===== src/rtl/mem_pkg.sv =====
// Shared defaults, state encoding and expected-data rule for the memory BIST.
package mem_pkg;

  localparam int DEF_ADDR_W = 5;
  localparam int DEF_DATA_W = 10;
  localparam int DEF_DEPTH  = 2 ** DEF_ADDR_W;

  typedef enum logic [2:0] {
    IDLE,
    FILL,
    READ,
    DRAIN,
    DONE
  } state_t;

  // Computed at 32 bits so any DATA_W/ADDR_W up to 32 can truncate the result.
  function automatic logic [31:0] expected_word(input logic [31:0] pat,
                                                input logic        mode,
                                                input logic [31:0] addr);
    return mode ? (pat ^ addr) : pat;
  endfunction

endpackage


===== src/rtl/mem_bist.sv =====
// Fill / read-back memory self-test: writes a seeded pattern, reads it back and
// reports mismatch count, lowest failing address and pass/fail.
module mem_bist
  import mem_pkg::*;
#(
  parameter int ADDR_W = DEF_ADDR_W,
  parameter int DATA_W = DEF_DATA_W,
  parameter int DEPTH  = DEF_DEPTH
) (
  input  logic              clk,
  input  logic              rst,
  input  logic              start,
  input  logic [DATA_W-1:0] pattern,
  input  logic              mode,
  output logic              busy,
  output logic              done,
  output logic              pass,
  output logic [ADDR_W:0]   err_cnt,
  output logic [ADDR_W-1:0] first_err_addr,
  output logic [ADDR_W-1:0] mem_addr,
  output logic              mem_we,
  output logic [DATA_W-1:0] mem_wdata,
  input  logic [DATA_W-1:0] mem_rdata
);

  state_t              state, state_nxt;
  logic [ADDR_W-1:0]   cnt;
  logic [DATA_W-1:0]   pat_q;
  logic                mode_q;
  logic                rd_valid;
  logic [ADDR_W-1:0]   rd_addr;
  logic                last;
  logic                accept;
  logic                mismatch;
  logic [ADDR_W:0]     err_nxt;
  logic [DATA_W-1:0]   exp_fill;
  logic [DATA_W-1:0]   exp_rd;

  assign last   = (cnt == ADDR_W'(DEPTH - 1));
  assign accept = (state == IDLE) && start;

  always_comb begin
    exp_fill = DATA_W'(expected_word(32'(pat_q), mode_q, 32'(cnt)));
    exp_rd   = DATA_W'(expected_word(32'(pat_q), mode_q, 32'(rd_addr)));
    mismatch = rd_valid && (mem_rdata != exp_rd);
    err_nxt  = err_cnt + (ADDR_W + 1)'(mismatch);
  end

  always_comb begin
    state_nxt = state;
    busy      = 1'b0;
    done      = 1'b0;
    mem_we    = 1'b0;
    mem_addr  = '0;
    mem_wdata = '0;
    case (state)
      IDLE: if (start) state_nxt = FILL;
      FILL: begin
        busy      = 1'b1;
        mem_we    = 1'b1;
        mem_addr  = cnt;
        mem_wdata = exp_fill;
        if (last) state_nxt = READ;
      end
      READ: begin
        busy     = 1'b1;
        mem_addr = cnt;
        if (last) state_nxt = DRAIN;
      end
      DRAIN: begin
        busy      = 1'b1;
        state_nxt = DONE;
      end
      DONE: begin
        done      = 1'b1;
        state_nxt = IDLE;
      end
      default: state_nxt = IDLE;
    endcase
  end

  always_ff @(posedge clk) begin
    if (rst) begin
      state <= IDLE;
      cnt   <= '0;
    end else begin
      state <= state_nxt;
      if (state == FILL || state == READ) cnt <= last ? '0 : cnt + 1'b1;
      else                                cnt <= '0;
    end
  end

  // Read data arrives a cycle after its address, so the compare uses the
  // registered address; DRAIN exists only to cover the final word.
  always_ff @(posedge clk) begin
    if (rst) begin
      pat_q          <= '0;
      mode_q         <= 1'b0;
      rd_valid       <= 1'b0;
      rd_addr        <= '0;
      err_cnt        <= '0;
      first_err_addr <= '0;
      pass           <= 1'b0;
    end else begin
      rd_valid <= (state == READ);
      rd_addr  <= cnt;
      if (accept) begin
        pat_q          <= pattern;
        mode_q         <= mode;
        err_cnt        <= '0;
        first_err_addr <= '0;
        pass           <= 1'b0;
      end else begin
        if (mismatch) begin
          err_cnt <= err_nxt;
          if (err_cnt == '0) first_err_addr <= rd_addr;
        end
        if (state == DRAIN) pass <= (err_nxt == '0);
      end
    end
  end

endmodule


===== config.mk =====
export PLATFORM = sky130hd
export DESIGN_NAME = mem_bist
export DESIGN_NICKNAME = d
export VERILOG_FILES = /design/src/rtl/mem_pkg.sv /design/src/rtl/mem_bist.sv
export SDC_FILE = /design/constraint.sdc
export NUM_CORES = 1
export LEC_CHECK = 0
export CAP_MARGIN = 20
export CORE_MARGIN = 4
export CORE_UTILIZATION = 30
export CTS_CLUSTER_SIZE = 12
export DETAILED_ROUTE_END_ITERATION = 12
export GPL_TIMING_DRIVEN = 1
export PLACE_DENSITY = 0.6
export RECOVER_POWER = 25
export SLEW_MARGIN = 15
export SYNTH_ARGS = -nofsm -noshare
export SYNTH_HDL_FRONTEND = slang
export SYNTH_SLANG_ARGS = --single-unit
export TNS_END_PERCENT = 100

===== constraint.sdc =====
create_clock -name clk -period 2.3 [get_ports clk]
set_input_delay 0.575 -clock clk [delete_from_list [all_inputs] [get_ports clk]]
set_output_delay 0.575 -clock clk [all_outputs]
set_load 0.01 [all_outputs]

## Word-level counts from Yosys, hierarchy flattened

Index checks and enable logic that the tools add are counted.

- Output and inout port bits: 30
- Latch bits: 0
- Register bits: 37
- RAM bits: 0
- Memories kept: 0
- Word-level logic and storage cells: 46
- Bits in read-only memories: 0

- Equality and inequality tests: 9
- $lt $le $gt $ge: 0
- Multiplexer cells: 11
- Bitwise gates (word level): 3
- Add/sub/neg operators: 2
- Reduce and logical (&&, ||, !) cells: 12
- Multiply operators: 0
- Shift-type cells: 0
- Div/mod/pow operators: 0

Operators with widths:

| operator | count |
|---|---|
| 10-bit two-way mux | 3 |
| 10-bit by 5-bit bitwise XOR with 10-bit output | 2 |
| 6-bit zero test | 2 |
| 3-bit case mux with 4 select lines | 1 |
| 10-bit != test | 1 |
| 3-bit two-way mux | 3 |
| 6-bit by 1-bit adder with 6-bit output | 1 |
| 3-bit by 2-bit == test with 1-bit output (second input constant) | 2 |
| 2-bit != test (second input constant) | 3 |
| 3-bit OR reduction | 2 |
| 5-bit by 1-bit adder with 5-bit output (second input constant) | 1 |
| 5-bit == test (second input constant) | 1 |
| 5-bit two-way mux | 1 |
| 2-bit OR reduction | 2 |
| 3-bit by 1-bit == test with 1-bit output (second input constant) | 1 |
| 3-bit == test (second input constant) | 1 |
| 3-bit zero test | 1 |
| 1-bit two-way mux | 3 |
| 3-bit AND reduction | 1 |
| 1-bit logical AND | 2 |
| 2-bit AND reduction | 1 |
| 1-bit logical OR | 1 |
| 1-bit NOT | 1 |

## Longest topological paths before layout

- Depth in word-level cells: 6
- Depth in mapped cells: 11
- Mapped depth without buffers: 10

## Worst setup path before layout

OpenSTA, ideal clock, no wires.

- Kind: input-to-reg
- From: input port mem_rdata[0]
- To: register pass
- Cell stages on the path: 9
- Slack: -0.139 ns
- Path buffers: 0
- Arrival time: 2.363 ns
- Path through: xor2_1 > xnor2_1 > nor4_4 > a21boi_2 > ha_1 > ha_1 > nor4_1 > nand3_1 > a21boi_0

- Word-level cells in the longest chain between the ends: 4

Ends and longest elaborated chain:

| what | RTL line | text |
|---|---|---|
| start, declared | mem_bist.sv:23 | `input logic [DATA_W-1:0] mem_rdata` |
| 10-bit != test | mem_bist.sv:45 | `mismatch = rd_valid && (mem_rdata != exp_rd);` |
| 1-bit logical AND | mem_bist.sv:45 |  |
| via mismatch | mem_bist.sv:34 | `logic mismatch;` |
| 6-bit by 1-bit adder with 6-bit output | mem_bist.sv:46 | `err_nxt = err_cnt + (ADDR_W + 1)'(mismatch);` |
| via err_nxt[1] | mem_bist.sv:35 | `logic [ADDR_W:0] err_nxt;` |
| 6-bit zero test | mem_bist.sv:118 | `if (state == DRAIN) pass <= (err_nxt == '0);` |
| end signal, assigned | mem_bist.sv:118 |  |
| end, declared | mem_bist.sv:17 | `output logic pass,` |

The timed path passes the listed nets, and every way through them passes these cells.
A chain may end at the register's enable or synchronous reset.

## Final worst setup path

- From: input port mem_rdata[6]
- To: register pass

Same word-level chain as after synthesis.

==> impl_metrics.csv <==
group,metric,value,unit
status,outcome,"completed",
die,dieHeight,86.9,um
clock_tree,cts_buffers,5,
critical_path,start_kind,"input port",
critical_path,cp_max_fo,2,
clock_tree,cts_tree,"done",
die,die_w,86.9,um
final_layout,layout_common_cells,"nand2_1, dfxtp_1, clkdlybuf4s50_1",
critical_path,crit_chain,"dlygate4sd2_1, xnor2_1, nand3_1, nor4_4, a21boi_2, ha_2, nor4_4, nand3_1, a21boi_1",
critical_path,worst-path-buf-inv,1,
final_layout,layout.nets,320,
pwr,p_leak,1.09,nW
critical_path,worstRegToRegCells,8,
final_layout,layout_commonest_cell,"nand2_1",
placement,place_congestion,0.817,
logic_synthesis,synth_top_area_share,39.7,%
timing,rsz0062_at_grt,"false",
logic_synthesis,yosys_warnings,0,
drt,vias,1708,
placement,place_hpwl,3.67,mm
run,maxCapViolCount,0,
timing,fin_crit_sh,95.9,%
clock_tree,cts.sinks,37,
timing,finClkSkew,0.00413,ns
final_layout,antennaDiodeCount,0,
timing,setup_violations,0,
timing,maxSlewHeadroom,24.7,%
clock_tree,cts_max_level,2,
logic_synthesis,ys_ff_latch,37,
die,initial_utilization,31.1,%
critical_path,path_delay_family,"simple AND/OR/NAND/NOR gates",
clock_tree,clk_pin_slew,0.07,ns
critical_path,cp-end-kind,"register",
critical_path,required,2.53,ns
pwr,power.density,481,nW/um^2
clock_tree,clkLatencyLatePin,0.29,ns
clock_tree,ctsHoldBuffers,0,
global_routing,grtUsageTotal,13.9,%
timing,timing.hold.ws,0.465,ns
critical_path,critPathSlowestCell,"nor4_4",
timing,achievable-frequency,454,MHz
drt,wirelength,4.97,mm
drt,drtIter0Drc,28,
clock_tree,clock_path_buffers,2,
drt,vias_per_cell,4.65,
logic_synthesis,yosys-top-cells-area,"dfxtp_1, nand2_1, xnor2_1",
logic_synthesis,seq_area_frac_synth,39.7,%
critical_path,path_depth,9,
logic_synthesis,syn_avg_cell_area,8.25,um^2
global_routing,antenna_found_initial,0,
critical_path,slowest_delay,0.35,ns
timing,worst_pin_slew,1.13,ns
min_path,hold_depth,2,
final_layout,final_util,45.4,%
placement,port_buffers,53,
drt,ant_nets,0,
die,rows,28,
die,pin_count,54,
global_routing,grt_pass1_vias,1754,
logic_synthesis,yosys.area.top_type,"dfxtp_1",
final_layout,area_growth_syn_to_layout,45.9,%
drt,firstDrtPassIters,4,
global_routing,grt_max_degree,26,
timing,hold_viol,0,
timing,min_period,2.20,ns
logic_synthesis,ys_types,32,
drt,wl_per_cell,13.5,um
critical_path,crit_type,"input port to register",
min_path,hold_path_class,"register to register",
die,core,5990,um^2
logic_synthesis,syn-cell-area,1870,um^2
final_layout,layout-drive-gt1-share,14.4,%
global_routing,grt_pass1_wl,8.16,mm
timing,maxSlewViolCount,0,
die,die-area,7540,um^2
logic_synthesis,synthCells,226,
drt,drc,0,
clock_tree,root_buffer,"clkbuf_8",
timing,fin_tns_setup,0,ns
critical_path,critPathArrivalTime,2.43,ns
pwr,ir_drop,0.208,mV
global_routing,grt_overflow,0,
logic_synthesis,synth_nets,254,
-- through the flow --
step	worst slack (ns)	total power [mW]	std cells	instance area, um^2
after floorplan	0.00426	0.775	226	1870
after global placement	-0.428	0.866	358	2560
after detailed placement	-0.473	0.867	358	2560
after CTS	0.0112	1.33	367	2670
after global routing	0.00248	1.38	367	2720
final	0.0953	1.31	367	2720
-- routing by layer --
layer / up-vias / track usage [%] / share of wire (%) / wire (um)
met3: 9 / 4.45 / 4.5 / 224
li1: 881 / - / - / -
met4: 0 / 3.82 / 1.5 / 76
met5: - / 0 / 0 / 0
met2: 35 / 24.8 / 51 / 2560
met1: 783 / 15.8 / 42 / 2110
-- report_power, final --
| group | switching [mW] | internal (mW) |
|---|---|---|
| registers | 0.0146 | 0.655 |
| clock network | 0.227 | 0.238 |
| logic | 0.0863 | 0.0889 |
| total | 0.328 | 0.982 |
-- timing repair --
| item | 4_1_cts | 5_1_grt |
|---|---|---|
| resized for setup | 30 | 11 |
| setup buffers | 2 | 0 |
| setup endpoints to repair | 21 | 5 |
| pin swaps | 16 | 10 |
| cloned | 0 | 0 |
-- final cells by class --
type                       count  area [um^2]
multi-input combinational    177         1170
sequential                    37          742
timing repair buffer          70          629
tap                           75         93.8
clock buffer                   7         86.3
fill                         625         3270
inverter                       1         3.75
-- worst paths after layout --
check | from | end | slack, ns
min | first_err_addr[1]$_SDFFE_PP0P_ | first_err_addr[1]$_SDFFE_PP0P_ | 0.47
min reg2reg | first_err_addr[1]$_SDFFE_PP0P_ | first_err_addr[1]$_SDFFE_PP0P_ | 0.47
max | mem_rdata[6] | pass$_SDFFE_PP0N_ | 0.1
max reg2reg | pat_q[6]$_SDFFE_PP0P_ | pass$_SDFFE_PP0N_ | 0.27
-- worst reg2reg max path: stages, from the launching register on --
cell and delay, ns:
dfxtp_1 0.37, xnor2_1 0.13, nand3_1 0.15, nor4_4 0.35, a21boi_2 0.10, ha_2 0.32
nor4_4 0.29, nand3_1 0.10, a21boi_1 0.14
-- sequential cells by signal, summed over array words and instances (netlist names) --
signal and count:
cnt 5, err_cnt 6, first_err_addr 5, mode_q 1, pass 1, pat_q 10
rd_addr 5, rd_valid 1, state 3
-- cell families (layout without fill, tap and decap cells) --
kind of cell	after synthesis	in the layout	share of synthesized area, %
xor+xnor	24	24	11.3
flops	37	37	39.7
buf+inv	12	78	2.48
simple gates	114	114	30.1
compound gates	23	23	7.24
fa+ha+maj	4	4	2.68
mux	12	12	6.51
-- cells in the mapped netlist (all sizes together) --
| library cell | count |
|---|---|
| nor4b | 1 |
| o31ai | 2 |
| a21oi | 17 |
| mux2 | 1 |
| nor2b | 5 |
| mux2i | 11 |
| inv | 1 |
| ha | 4 |
| xor2 | 11 |
| and2 | 11 |
| nor3 | 4 |
| dfxtp | 37 |
| or3 | 4 |
| nor4 | 4 |
| or2 | 1 |
| buf | 1 |
| nand3 | 6 |
| a21boi | 2 |
| nand4 | 2 |
| o21ai | 1 |
| nor2 | 13 |
| clkbuf | 10 |
| nand2b | 2 |
| a211oi | 1 |
| nand2 | 55 |
| nand3b | 2 |
| xnor2 | 13 |
| and3 | 4 |
No activity file was read; power rests on OpenSTA's default activity.
